`config.mk`:
```
export PLATFORM = sky130hd
export DESIGN_NAME = inst_fetch_stage_flat
export DESIGN_NICKNAME = d
export VERILOG_FILES = /design/src/rtl/cpu_defines.sv /design/src/rtl/inst_fetch_stage_if.sv /design/src/rtl/if_id_reg.sv /design/src/rtl/inst_fetch_stage.sv /design/src/flat_wrapper.sv
export SDC_FILE = /design/constraint.sdc
export NUM_CORES = 1
export LEC_CHECK = 0
export BUFFER_PORTS_ARGS = -buffer_cell sky130_fd_sc_hd__buf_2
export CORE_MARGIN = 3
export CORE_UTILIZATION = 41
export DETAILED_ROUTE_END_ITERATION = 6
export GPL_ROUTABILITY_DRIVEN = 0
export GPL_TIMING_DRIVEN = 0
export SYNTH_ARGS = -nofsm -noshare
export SYNTH_HDL_FRONTEND = slang
export SYNTH_SLANG_ARGS = --single-unit
```
`constraint.sdc`:
```
create_clock -name clk -period 2.4 [get_ports clk]
set_input_delay 0.6 -clock clk [delete_from_list [all_inputs] [get_ports clk]]
set_output_delay 0.6 -clock clk [all_outputs]
set_load 0.005 [all_outputs]
```
`src/rtl/cpu_defines.sv`:
```
// Shared definitions for the MIPS fetch pipeline: reset vector, fetch FSM
// encoding, IF/ID payload layout and address helpers.
package cpu_defines;

  localparam logic [31:0] RESET_PC = 32'hBFC0_0000;
  localparam logic [31:0] NOP      = 32'h0000_0000;

  typedef enum logic [1:0] {
    S_REQ  = 2'd0,
    S_WAIT = 2'd1,
    S_HOLD = 2'd2
  } fetch_state_e;

  typedef struct packed {
    logic        valid;
    logic [31:0] instr;
    logic [31:0] pc;
    logic [31:0] pc_plus4;
    logic        adel;
  } if_id_t;

  function automatic logic [31:0] word_align(input logic [31:0] addr, input logic en);
    return en ? {addr[31:2], 2'b00} : addr;
  endfunction

endpackage

```
`src/rtl/inst_fetch_stage_if.sv`:
```
// Instruction-memory request/response bus (req/addr_ok/data_ok protocol).
interface inst_fetch_stage_if;
  logic        inst_req;
  logic [31:0] inst_addr;
  logic        inst_addr_ok;
  logic        inst_data_ok;
  logic [31:0] inst_rdata;

  modport master (
    output inst_req, inst_addr,
    input  inst_addr_ok, inst_data_ok, inst_rdata
  );

  modport slave (
    input  inst_req, inst_addr,
    output inst_addr_ok, inst_data_ok, inst_rdata
  );
endinterface

```
`src/rtl/if_id_reg.sv`:
```
// IF/ID pipeline register: load a fetched word, insert a bubble, or hold.
module if_id_reg
  import cpu_defines::*;
(
  input  logic   clk,
  input  logic   resetn,
  input  logic   load,
  input  logic   bubble,
  input  if_id_t din,
  output if_id_t dout
);

  // A bubble keeps the PC fields so decode still sees where the slot came from.
  always_ff @(posedge clk or negedge resetn) begin
    if (!resetn) begin
      dout <= '0;
    end else if (bubble) begin
      dout.valid <= 1'b0;
      dout.instr <= NOP;
      dout.adel  <= 1'b0;
    end else if (load) begin
      dout <= din;
    end
  end

endmodule

```
`src/rtl/inst_fetch_stage.sv`:
```
// Fetch stage: PC, single-outstanding instruction-memory FSM, skid buffer for
// data arriving under a decode stall, and redirect handling.
module inst_fetch_stage #(
  parameter logic [31:0] RESET_PC    = cpu_defines::RESET_PC,
  parameter bit          ALIGN_CHECK = 1'b1
) (
  input  logic                       clk,
  input  logic                       resetn,
  inst_fetch_stage_if.master         imem,
  input  logic                       stall_d,
  input  logic                       redirect,
  input  logic [31:0]                redirect_pc,
  output logic                       valid_d,
  output logic [31:0]                instr_d,
  output logic [31:0]                pc_d,
  output logic [31:0]                pc_plus4_d,
  output logic                       adel_d
);
  import cpu_defines::*;

  fetch_state_e state, state_nxt;
  logic [31:0]  pc, req_pc;
  logic [31:0]  skid_instr, skid_pc;
  logic         discard;
  logic         ifid_load, ifid_bubble;
  if_id_t       ifid_in, ifid_q;

  function automatic logic misaligned(input logic [31:0] addr);
    return ALIGN_CHECK && (addr[1:0] != 2'b00);
  endfunction

  always_ff @(posedge clk or negedge resetn) begin
    if (!resetn) state <= S_REQ;
    else         state <= state_nxt;
  end

  always_comb begin
    state_nxt = state;
    case (state)
      S_REQ:  if (imem.inst_addr_ok) state_nxt = S_WAIT;
      S_WAIT: if (imem.inst_data_ok) begin
                if (discard || redirect || !stall_d) state_nxt = S_REQ;
                else                                 state_nxt = S_HOLD;
              end
      S_HOLD: if (redirect || !stall_d) state_nxt = S_REQ;
      default: state_nxt = S_REQ;
    endcase
  end

  // Redirect never coincides with a stall, so the bubble path covers it.
  always_comb begin
    imem.inst_req    = resetn && (state == S_REQ);
    imem.inst_addr   = word_align(pc, ALIGN_CHECK);
    ifid_load        = 1'b0;
    ifid_in.valid    = 1'b1;
    ifid_in.instr    = imem.inst_rdata;
    ifid_in.pc       = req_pc;
    ifid_in.pc_plus4 = req_pc + 32'd4;
    ifid_in.adel     = misaligned(req_pc);
    case (state)
      S_WAIT: ifid_load = imem.inst_data_ok && !discard && !stall_d && !redirect;
      S_HOLD: if (!stall_d && !redirect) begin
                ifid_load        = 1'b1;
                ifid_in.instr    = skid_instr;
                ifid_in.pc       = skid_pc;
                ifid_in.pc_plus4 = skid_pc + 32'd4;
                ifid_in.adel     = misaligned(skid_pc);
              end
      default: ;
    endcase
    ifid_bubble = !stall_d && !ifid_load;
  end

  always_ff @(posedge clk or negedge resetn) begin
    if (!resetn) begin
      pc         <= RESET_PC;
      req_pc     <= '0;
      discard    <= 1'b0;
      skid_instr <= '0;
      skid_pc    <= '0;
    end else begin
      if (state == S_REQ && imem.inst_addr_ok) req_pc <= pc;

      case (state)
        S_REQ:  if (imem.inst_addr_ok && redirect) discard <= 1'b1;
        S_WAIT: if (imem.inst_data_ok) discard <= 1'b0;
                else if (redirect)     discard <= 1'b1;
        default: ;
      endcase

      if (state == S_WAIT && imem.inst_data_ok && !discard && stall_d) begin
        skid_instr <= imem.inst_rdata;
        skid_pc    <= req_pc;
      end

      if (redirect)       pc <= redirect_pc;
      else if (ifid_load) pc <= ifid_in.pc_plus4;
    end
  end

  if_id_reg u_if_id (
    .clk    (clk),
    .resetn (resetn),
    .load   (ifid_load),
    .bubble (ifid_bubble),
    .din    (ifid_in),
    .dout   (ifid_q)
  );

  assign valid_d    = ifid_q.valid;
  assign instr_d    = ifid_q.instr;
  assign pc_d       = ifid_q.pc;
  assign pc_plus4_d = ifid_q.pc_plus4;
  assign adel_d     = ifid_q.adel;

endmodule

```
`src/flat_wrapper.sv`:
```
// flat-port wrapper written by rule: the top's interface ports become plain ports
module inst_fetch_stage_flat import cpu_defines::*;
#(
  parameter logic [31:0] RESET_PC    = cpu_defines::RESET_PC,
  parameter bit          ALIGN_CHECK = 1'b1
)
  (clk, resetn, stall_d, redirect, redirect_pc, valid_d, instr_d, pc_d, pc_plus4_d, adel_d, imem_inst_req, imem_inst_addr, imem_inst_addr_ok, imem_inst_data_ok, imem_inst_rdata);
  inst_fetch_stage_if imem_i ();
  input  logic clk;
  input  logic resetn;
  input  logic stall_d;
  input  logic redirect;
  input  logic [31:0] redirect_pc;
  output logic valid_d;
  output logic [31:0] instr_d;
  output logic [31:0] pc_d;
  output logic [31:0] pc_plus4_d;
  output logic adel_d;
  output wire logic [$bits(imem_i.inst_req)-1:0] imem_inst_req;
  output wire logic [$bits(imem_i.inst_addr)-1:0] imem_inst_addr;
  input wire logic [$bits(imem_i.inst_addr_ok)-1:0] imem_inst_addr_ok;
  input wire logic [$bits(imem_i.inst_data_ok)-1:0] imem_inst_data_ok;
  input wire logic [$bits(imem_i.inst_rdata)-1:0] imem_inst_rdata;
  assign imem_inst_req = imem_i.inst_req;
  assign imem_inst_addr = imem_i.inst_addr;
  assign imem_i.inst_addr_ok = imem_inst_addr_ok;
  assign imem_i.inst_data_ok = imem_inst_data_ok;
  assign imem_i.inst_rdata = imem_inst_rdata;
  inst_fetch_stage #(.RESET_PC(RESET_PC), .ALIGN_CHECK(ALIGN_CHECK)) u_core (.clk(clk), .resetn(resetn), .imem(imem_i), .stall_d(stall_d), .redirect(redirect), .redirect_pc(redirect_pc), .valid_d(valid_d), .instr_d(instr_d), .pc_d(pc_d), .pc_plus4_d(pc_plus4_d), .adel_d(adel_d));
endmodule
```
==> reports/qor.yml <==
clock_latency_ns: 0.53
io_buffers: 197
place_inst: 1574
hold_buffers: 0
place_hpwl_um: 23410
ys_seq_area_share_pct: 52.33
worst-path-max-fanout: 6
min_period_ns: 2.325
cp-end-kind: "flop"
drive_gt1_share_pct: 34.23
final_area_mm2: 0.01330
crit_type: "flop to flop"
grt_max_degree: 119
die_width_um: 168.9
core_mm2: 0.02562
required_ns: 2.87
track_usage_pct: 22.68
synth_cell_types: 57
rsz0062_at_grt: "yes"
synth_edf_count: 0
critical_path.startpoint_type: "flop"
powerDensity_mw_per_mm2: 1095
first_pass_iters: 5
p_leak_nw: 6.481
drtIter0Drc: 706
num_vias: 8773
nNetsFinal: 1351
ys_ff_latch: 227
first_global_vias: 8883
fin_tns_setup_ns: 0
dp_slack_ns: -0.6742
finalSetupViolCount: 0
instances_no_fill: 1625
clk_path_buf_depth: 3
synthCells: 1045
hp-class: "input port to asynchronous set/reset pin"
arrival_ns: 2.80
post_drt_via_cell_ratio: 5.399
root_buffer: "clkbuf_16"
finalWorstSetupSlack_ns: 0.07461
syn_to_final_growth_pct: 22.29
initial_core_util_pct: 42.46
antenna_found_initial: 7
fp-row-count: 58
r2r_start: "u_core.skid_pc[2]"
fmax_mhz: 430.0
worst_pin_slew_ns: 0.8853
syn_area_per_cell_um2: 10.41
maxCapViolations: 0
yosys_warnings: 0
async_reset_ff_share_pct: 100.0
synth_area_mm2: 0.01088
clock-sinks: 227
path_clk_slew_ns: 0.06
status: "completed"
power_w: 0.01456
fp.dieArea_mm2: 0.02852
ios: 201
period_share_pct: 96.89
wire_per_inst_um: 20.07
finalMaxSlewViolations: 0
cts_tree: "built"
synth_ff_type: "dfrtp_1"
wirelength_um: 32620
grt_overflow_total: 0
slew_headroom_pct: 40.98
drc: 0
drtAntennaViolNets: 0
critical_path.startpoint: "u_core.skid_pc[2]"
cts_buffers: 26
cts_max_level: 1
ff2ff_setup_slack_ns: 0.07
grt_first_pass_wirelength_um: 50980
finalHoldViolations: 0
max-vdd-ir-drop_uv: 639.7
clock_skew_ns: 0.01400
fp.dieH_um: 168.9
place_area_mm2: 0.01232
report_power, final:
| part | switching, W | total [W] | leakage [nW] | internal [W] |
|---|---|---|---|---|
| logic | 0.00199 | 0.00409 | 3.22 | 0.00210 |
| registers | 0.00137 | 0.00659 | 2.85 | 0.00522 |
| clock network | 0.00155 | 0.00389 | 0.413 | 0.00233 |
worst max-delay path, stage by stage, from the launching register on:
cell and delay (ns):
dfrtp_1 0.41, ha_1 0.27, and3_1 0.26, and2_1 0.27, and4_1 0.25, xnor2_1 0.14
a221oi_1 0.50, a211o_1 0.17
worst paths after layout:
check                                         end  depth (start not counted)
min in group clk                    u_core.pc[11]                          2
setup / recovery                    u_core.pc[12]                          7
hold / removal               u_core.skid_instr[3]                          1
hold reg to reg            u_core.u_if_id.dout[6]                          2
setup reg to reg                    u_core.pc[12]                          7
max in group asynchronous       u_core.skid_pc[6]                          2
Yosys cell counts, types with 2 or more instances:
cell | count | area share [%]
or4_1 | 2 | 0.14
and2_1 | 5 | 0.29
a211o_1 | 17 | 1.4
a211oi_1 | 3 | 0.21
dfstp_2 | 9 | 2.2
xor2_1 | 24 | 1.9
nor3b_1 | 10 | 0.69
nor4_1 | 4 | 0.23
o22ai_1 | 7 | 0.40
o21a_1 | 3 | 0.21
mux2_2 | 93 | 9.6
nand3_1 | 20 | 0.92
nor4_4 | 2 | 0.39
nor3_1 | 12 | 0.55
o21ai_1 | 40 | 1.8
nor3_2 | 2 | 0.18
o31ai_1 | 2 | 0.14
buf_2 | 19 | 0.87
o221ai_1 | 5 | 0.40
nand4_1 | 16 | 0.92
inv_1 | 9 | 0.31
o211ai_1 | 13 | 0.90
buf_1 | 10 | 0.35
a21o_1 | 17 | 1.2
dfrtp_1 | 218 | 50
and3_1 | 7 | 0.40
a21oi_1 | 20 | 0.92
and4_1 | 7 | 0.56
a22oi_1 | 32 | 2.2
ha_1 | 5 | 0.58
buf_4 | 34 | 2.3
or3_1 | 5 | 0.29
nor2b_1 | 4 | 0.23
clkbuf_1 | 39 | 1.3
o21ai_0 | 7 | 0.32
nor2_1 | 61 | 2.1
a31oi_1 | 31 | 1.8
nor4_2 | 3 | 0.35
nand2b_1 | 2 | 0.12
nand4_2 | 2 | 0.23
mux2i_1 | 3 | 0.28
nand2_1 | 184 | 6.3
xnor2_1 | 23 | 1.9
kinds of logic (layout without fill, tap and decap cells):
logic type	count (synthesis)	count (layout)	share of synthesized area (%)
AOI/OAI and AO/OA	201	201	12.24
xor gates and xnor gates	47	47	3.785
adders and majority gates	5	5	0.5752
buffers and inverters	113	361	5.361
DFF	227	227	52.33
muxes	96	96	9.904
other	1	3	0.03448
and+or+nand+nor	355	355	15.77
layout by cell type, fill, tap and decap left out, types with 26 or more instances in the layout:
cell,count
clkbuf_16,26
o21ai_1,38
buf_4,41
buf_2,213
dfrtp_1,218
clkbuf_1,31
nand2_1,183
nor2_1,60
a31oi_1,31
a22oi_1,32
mux2_2,93
through the flow:
step / hold slack (ns) / util [%]
after detailed placement: 0.4592 / 48.08
after global routing: 0.1714 / 51.91
after CTS: 0.1598 / 51.64
after global placement: 0.4550 / 47.93
final: 0.08700 / 51.92
after floorplan: 0.3044 / -
state kept, by name, indices dropped and copies added, names as in the netlist:
register,flops
u_core.discard,1
u_core.pc,32
u_core.req_pc,32
u_core.skid_instr,32
u_core.skid_pc,32
u_core.state,2
u_core.u_if_id.dout,96
cell type report:
| class | count | area (um2) |
|---|---|---|
| buffer | 102 | 580.6 |
| antenna | 1 | 2.502 |
| sequential | 227 | 5692 |
| inverter | 10 | 37.54 |
| timing repair buffer | 203 | 1061 |
| fill | 2366 | 12320 |
| tap | 330 | 412.9 |
| multi-input combinational | 706 | 4678 |
| clock buffer | 38 | 735.7 |
| clock inverter | 8 | 101.3 |
repair_timing:
item                                   in CTS  in global routing
pin swaps                                   0                  3
buffers inserted                            2                  3
endpoints found under the hold margin       0                  0
gates resized for setup                    22                 23
setup endpoints to repair                 144                107
per-layer routing:
metal,track usage [%],up-vias,part of all wire [%]
met5,0,-,0.23
met4,4.767,12,2.0
met3,7.193,69,8.4
met2,36.55,284,47
met1,30.33,4301,43
li1,-,4107,-
No activity file was read; power rests on OpenSTA's default activity.
